**config.mk**
```make
export PLATFORM = sky130hd
export DESIGN_NAME = stream_mux_rr
export DESIGN_NICKNAME = d
export VERILOG_FILES = /design/src/rtl/stream_mux_rr.sv
export SDC_FILE = /design/constraint.sdc
export NUM_CORES = 1
export LEC_CHECK = 0
export ABC_CLOCK_PERIOD_IN_PS = 2460
export BUFFER_PORTS_ARGS = -buffer_cell sky130_fd_sc_hd__buf_4
export CAP_MARGIN = 20
export CELL_PAD_IN_SITES_DETAIL_PLACEMENT = 2
export CELL_PAD_IN_SITES_GLOBAL_PLACEMENT = 2
export CORE_MARGIN = 2
export CORE_UTILIZATION = 23
export DETAILED_ROUTE_END_ITERATION = 8
export PLACE_DENSITY_LB_ADDON = 0.1
export SYNTH_ARGS = -nofsm -noshare
export SYNTH_HDL_FRONTEND = slang
export SYNTH_SLANG_ARGS = --single-unit
```
**constraint.sdc**
```tcl
create_clock -name CLK -period 2.46 [get_ports CLK]
set_clock_uncertainty 0.15 [all_clocks]
set_input_delay 0.123 -clock CLK [delete_from_list [all_inputs] [get_ports CLK]]
set_output_delay 0.123 -clock CLK [all_outputs]
set_load 0.03 [all_outputs]
```
**src/rtl/stream_mux_rr.sv**
```systemverilog
// stream_mux_rr: N-to-1 valid/ready stream mux, fixed-select or round-robin.
// Define STREAM_MUX_CH_ID_EN to add OUT_CH, the source channel of the held word.
module stream_mux_rr #(
    parameter  int N     = 4,
    parameter  int W     = 8,
    localparam int SEL_W = $clog2(N)
) (
    input  logic             CLK,
    input  logic             RST_N,
    input  logic [N*W-1:0]   IN_DATA,
    input  logic [N-1:0]     IN_VALID,
    output logic [N-1:0]     IN_READY,
    input  logic             MODE,
    input  logic [SEL_W-1:0] SEL,
    output logic [W-1:0]     OUT_DATA,
`ifdef STREAM_MUX_CH_ID_EN
    output logic [SEL_W-1:0] OUT_CH,
`endif
    output logic             OUT_VALID,
    input  logic             OUT_READY
);

    typedef enum logic {
        EMPTY = 1'b0,
        FULL  = 1'b1
    } state_e;

    state_e           state_q, state_d;
    logic [W-1:0]     data_q, data_d;
    logic [SEL_W-1:0] ptr_q, ptr_d;
    logic             load_en;
    logic             grant_vld;
    logic [SEL_W-1:0] grant_idx;

`ifdef STREAM_MUX_CH_ID_EN
    logic [SEL_W-1:0] ch_q, ch_d;
`endif

    assign load_en = (state_q == EMPTY) || OUT_READY;

    // Round-robin search starts just past the last granted channel.
    always_comb begin
        grant_vld = 1'b0;
        grant_idx = '0;
        if (RST_N && load_en) begin
            if (!MODE) begin
                if (int'(SEL) < N) begin
                    if (IN_VALID[SEL]) begin
                        grant_vld = 1'b1;
                        grant_idx = SEL;
                    end
                end
            end else begin
                for (int k = 1; k <= N; k++) begin
                    if (!grant_vld && IN_VALID[(int'(ptr_q) + k) % N]) begin
                        grant_vld = 1'b1;
                        grant_idx = SEL_W'((int'(ptr_q) + k) % N);
                    end
                end
            end
        end
    end

    always_comb begin
        IN_READY = '0;
        if (grant_vld) begin
            IN_READY[grant_idx] = 1'b1;
        end
    end

    always_comb begin
        state_d = state_q;
        data_d  = data_q;
        ptr_d   = ptr_q;
`ifdef STREAM_MUX_CH_ID_EN
        ch_d    = ch_q;
`endif
        if (grant_vld) begin
            state_d = FULL;
            data_d  = IN_DATA[int'(grant_idx)*W +: W];
`ifdef STREAM_MUX_CH_ID_EN
            ch_d    = grant_idx;
`endif
            if (MODE) begin
                ptr_d = grant_idx;
            end
        end else if (load_en) begin
            state_d = EMPTY;
        end
    end

    always_ff @(posedge CLK) begin
        if (!RST_N) begin
            state_q <= EMPTY;
            data_q  <= '0;
            ptr_q   <= SEL_W'(N - 1);
`ifdef STREAM_MUX_CH_ID_EN
            ch_q    <= '0;
`endif
        end else begin
            state_q <= state_d;
            data_q  <= data_d;
            ptr_q   <= ptr_d;
`ifdef STREAM_MUX_CH_ID_EN
            ch_q    <= ch_d;
`endif
        end
    end

    assign OUT_VALID = (state_q == FULL);
    assign OUT_DATA  = data_q;
`ifdef STREAM_MUX_CH_ID_EN
    assign OUT_CH    = ch_q;
`endif

endmodule

```
; ---- Word-level counts from Yosys, hierarchy flattened
; Cells that the tools add are included.
[op_classes]
add_sub_neg = 4
n_lt_le_gt_ge = 7
shift = 1
muxes = 39
bitwise = 5
reduce_logical = 15
[ops]
columns = cell, count
row1 = 32-bit by 6-bit variable part select with 8-bit output, 1
row2 = 1-bit two-way mux, 25
row3 = "3-bit by 4-bit < comparator with 1-bit output, second input constant", 4
row4 = 2-bit two-way mux, 7
row5 = 1-bit binary-select mux with 2-bit select, 5
row6 = 2-bit OR reduction, 4
row7 = "2-bit by 3-bit < comparator with 1-bit output, second input constant", 2
row8 = 1-bit logical AND, 5
row9 = "2-bit by 1-bit adder with 2-bit output, second input constant", 2
row10 = "2-bit adder, second input constant", 2
row11 = "1-bit AND, first input constant", 4
row12 = 4-bit two-way mux, 1
row13 = 1-bit logical NOT, 3
row14 = 1-bit demux with 2-bit select, 1
row15 = "2-bit by 1-bit >= comparator with 1-bit output, second input constant", 1
row16 = 2-bit AND reduction, 1
row17 = 2-bit nonzero test, 1
row18 = 1-bit logical OR, 1
row19 = 1-bit NOT, 1
[word_totals]
register_bits = 11
input_bits = 42
out_inout_bits = 13
elab_cells = 74

; ---- Depth between registers and ports, before layout
[logic_depth]
word_depth = 29
mapped_depth = 8
depth_no_buf = 6

; ---- Worst setup path before layout
; Ideal clock, no wire load.
[synth_path]
path_type = register -> output
from = reg ptr_q[0]
to = out IN_READY[2]
arrival_time_ns = 1.684
slack_ns = 0.503
stages_incl_launch_ff = 7
n_path_buf = 1
cell_sequence = dfxtp_1 nand2b_1 a311oi_1 nand2_1 a21o_1 buf_2 nor2_1
[synth_via]
elab_chain_cells = 27
word_cells_on_any_way = 46
classes_between = 4 x add/sub / 2 x order compare / 33 x mux / 7 x reduce/logical
[synth_rtl]
columns = item, line_no
row1 = "start, declared", 30  ; logic [SEL_W-1:0] ptr_q, ptr_d;
row2 = "start signal, assigned", 96  ; ptr_q <= SEL_W'(N - 1);
row3 = "start signal, assigned", 103  ; ptr_q <= ptr_d;
row4 = 2-bit by 1-bit adder with 2-bit output, "55, 57"
row5 = 1-bit binary-select mux with 2-bit select, 55  ; if (!grant_vld && IN_VALID[(int'(ptr_q) + k) % N]) begin
row6 = 1-bit two-way mux (not written as such) (2 in a row), 55
row7 = 1-bit two-way mux, 55
row8 = 1-bit two-way mux, 46  ; if (!MODE) begin
row9 = 1-bit two-way mux, 45  ; if (RST_N && load_en) begin
row10 = 1-bit logical NOT, 55
row11 = 1-bit logical AND, 55
row12 = (+10 left out), -
row13 = 2-bit two-way mux, 55
row14 = 2-bit two-way mux, 46
row15 = 2-bit two-way mux, 45
row16 = 2-bit by 3-bit < comparator with 1-bit output (not written as such) / 2-bit by 1-bit >= comparator with 1-bit output (equally long branches), 67  ; IN_READY[grant_idx] = 1'b1;
row17 = 1-bit logical AND (not written as such), 67
row18 = 1-bit two-way mux (not written as such), 67
row19 = 1-bit demux with 2-bit select, 67
row20 = 4-bit two-way mux (*), 66  ; if (grant_vld) begin
row21 = "end, declared", 12  ; output logic [N-1:0] IN_READY,
; Every way passes the cells marked *; elsewhere a longest branch is shown, timed or not. The select of a mux whose other input is x is not followed.

; ---- Worst setup path in the final report
[layout_path]
from = reg ptr_q[0]
to = out IN_READY[0]
; The elaborated chain is that of the path after synthesis.

==> flow_metrics.tcl <==
set metrics [dict create \
    synth_compound_area_frac 0.233 \
    grt_start_max_net_pins 15 \
    ys.warnings.count 0 \
    register_area_sq_um 220 \
    final.fill_count 435 \
    hp-start "IN_DATA[15]" \
    cts_tree "done" \
    period_share 0.948 \
    holdPathStages 3 \
    io_buffer_count 54 \
    grt_pass1_vias 1045 \
    n_antenna_cell 0 \
    power_switching_uw 255 \
    async_reset_ff_frac 0 \
    drt_iter0_drc 27 \
    fmax_mhz 429 \
    synth_fa_ha_area_frac 0 \
    dp_cells 190 \
    fin_crit_ns 2.33 \
    status "completed" \
    die_h_um 66.8 \
    crit_type "reg -> out" \
    finalSetupViolCount 0 \
    min_to "OUT_DATA[7]" \
    final_cells 195 \
    drv_slew 0 \
    worstMarginPinSlew_ns 0.424 \
    synth_top_family_by_area "multiplexers" \
    area_growth_syn_to_layout_pct 53.5 \
    worstSetupStartpointType "flop" \
    vias 954 \
    combPwrFrac 0.429 \
    grt_use_total 0.151 \
    p_per_area_mw_per_mm2 513 \
    synth_area_per_cell_sq_um 9.85 \
    synth-xor-area-share 0 \
    synth_flop_cell "dfxtp_1" \
    worstSkewPairLatency_ns 0.24 \
    r2r-end "OUT_DATA[2]" \
    yosysUniqueCellTypes 35 \
    p_sw_frac 0.358 \
    muxShareOfSynthArea 0.238 \
    p_leak_nw 0.662 \
    syn-instance-count 92 \
    drv_cap 0 \
    place_ws_ns 0.219 \
    wirelength_um 3250 \
    multi_input_area_sq_um 626 \
    avgViaCountPerCell 4.89 \
    fin_nets 190 \
    overflow 0 \
    netlist_area_sq_um 906 \
    r2r_setup_slack_ns 0.29 \
    rsz0062_at_grt "false" \
    synthSimpleGateAreaFrac 0.213 \
    antenna_found_initial 0 \
    initial_core_util 0.244 \
    hold_path_class "in -> reg" \
    hold_slack_ns 0.0446 \
    core_sq_mm 0.00372 \
    synth-edff-count 0 \
    dp_hpwl_um 2540 \
    startpoint "ptr_q[0]" \
    synth_seq_cells 11 \
    die_w_um 66.8 \
    cts.sinks 11 \
    layout_common_cells "buf_4 (56), mux2i_1 (17), dfxtp_1 (11)" \
    arrival_ns 2.06 \
    setup_ws_ns 0.128 \
    clockRootBuffer "clkbuf_8" \
    drive_above_1_share 0.537 \
    first_pass_iters 4 \
    routabilityCongestion 0.841 \
    intPower_uw 458 \
    syn_nets 134 \
    wl_per_cell_um 16.7 \
    drc 0 \
    tns_ns 0 \
    path_clk_slew_ns 0.06 \
    dieArea_sq_mm 0.00446 \
    clock_path_buffers 2 \
    sequentialPowerShare 0.309 \
    finalHoldViolations 0 \
    crit_fanout 12 \
    ir_drop_mv 0.257 \
    cts_buffers 3 \
    r2r-start "ptr_q[1]" \
    htree_levels 1 \
    rr_worst_depth 7 \
    std_cell_rows 22 \
    ant_nets 0 \
    relSlewSlack 0.710 \
    ios 55 \
    pwr-share-clk 0.262 \
    critPathCaptureType "output port" \
    required_ns 2.19 \
    final_common_cell "buf_4" \
    grt_pass1_wl_um 5020 \
    synth.yosys.seq_area_share 0.243 \
]
## cell usage after synthesis, types with 2 or more instances
| cell | number | area [sq um] |
|---|---|---|
| mux2i_1 | 17 | 170 |
| dfxtp_1 | 11 | 220 |
| nand3_1 | 9 | 45.0 |
| o221ai_2 | 8 | 120 |
| nor2_1 | 6 | 22.5 |
| nand2_1 | 5 | 18.8 |
| nand2b_1 | 3 | 18.8 |
| a21oi_1 | 2 | 10.0 |
| buf_6 | 2 | 22.5 |
| mux2_2 | 2 | 22.5 |
| nand4_1 | 2 | 12.5 |
| or2_1 | 2 | 12.5 |
## area by class of cell
| cell class | count | share of cell area |
|---|---|---|
| sequential | 11 | 0.158 |
| clock inverter | 1 | 0.00360 |
| tap | 48 | 0.0432 |
| timing repair buffer | 57 | 0.310 |
| inverter | 2 | 0.00540 |
| clock buffer | 3 | 0.0297 |
| multi-input combinational | 73 | 0.450 |
## power by group through the flow
stage / Clock (mW) / Sequential [mW] / Combinational [mW]
6_report: 0.187 / 0.220 / 0.306
5_1_grt: 0.205 / 0.223 / 0.330
2_1_floorplan: 0 / 0.266 / 0.144
3_3_place_gp: 0 / 0.223 / 0.300
4_1_cts: 0.193 / 0.219 / 0.310
3_5_place_dp: 0 / 0.223 / 0.308
## stage by stage
stage / util / area (sq um) / total power, mW
after floorplan: - / 906 / 0.409
after global placement: 0.357 / 1330 / 0.523
after detailed placement: 0.357 / 1330 / 0.531
after CTS: 0.373 / 1390 / 0.723
after global routing: 0.374 / 1390 / 0.758
final: 0.374 / 1390 / 0.713
## logic make-up (layout without fill, tap and decap cells)
family	count (synthesis)	count (layout)
muxes	20	20
AOI/OAI and AO/OA	19	19
and+or+nand+nor	34	34
buffers and inverters	8	63
DFF	11	11
## worst max path at each step
stage / endpoint / slack, ns / cells after the start
finish: IN_READY[0] / 0.13 / 7
global route: IN_READY[0] / 0.02 / 7
CTS: IN_READY[0] / 0.07 / 7
detailed placement: IN_READY[0] / 0.22 / 8
global placement: IN_READY[0] / 0.23 / 8
floorplan: IN_READY[2] / 0.50 / 6
## metal layers
layer / wire (um) / vias to the layer above / GRT usage
met3: 177 / 2 / 0.0389
met4: 13 / 0 / 0.0230
li1: - / 461 / -
met5: 0 / - / 0
met1: 1320 / 465 / 0.174
met2: 1740 / 26 / 0.284
## flip-flops by register name, indices dropped and copies added (netlist names)
signal and cells:
OUT_DATA 8, ptr_q 2, OUT_VALID 1
## critical path, stage by stage (launching register included)
cell	delay [ns]
dfxtp_1	0.36
nand2b_1	0.16
a311oi_1	0.38
nand2_1	0.10
a21o_2	0.34
nand2b_4	0.23
nor2_1	0.08
buf_4	0.17
## repair_timing
| item | CTS | global route |
|---|---|---|
| hold buffers | 1 | 0 |
| endpoints found under the hold margin | 1 | 0 |
| buffers inserted | 0 | 0 |
| gates resized for setup | 1 | 1 |
| setup endpoints to repair | 1 | 2 |
Note: power is estimated with default switching activity, not from simulation.
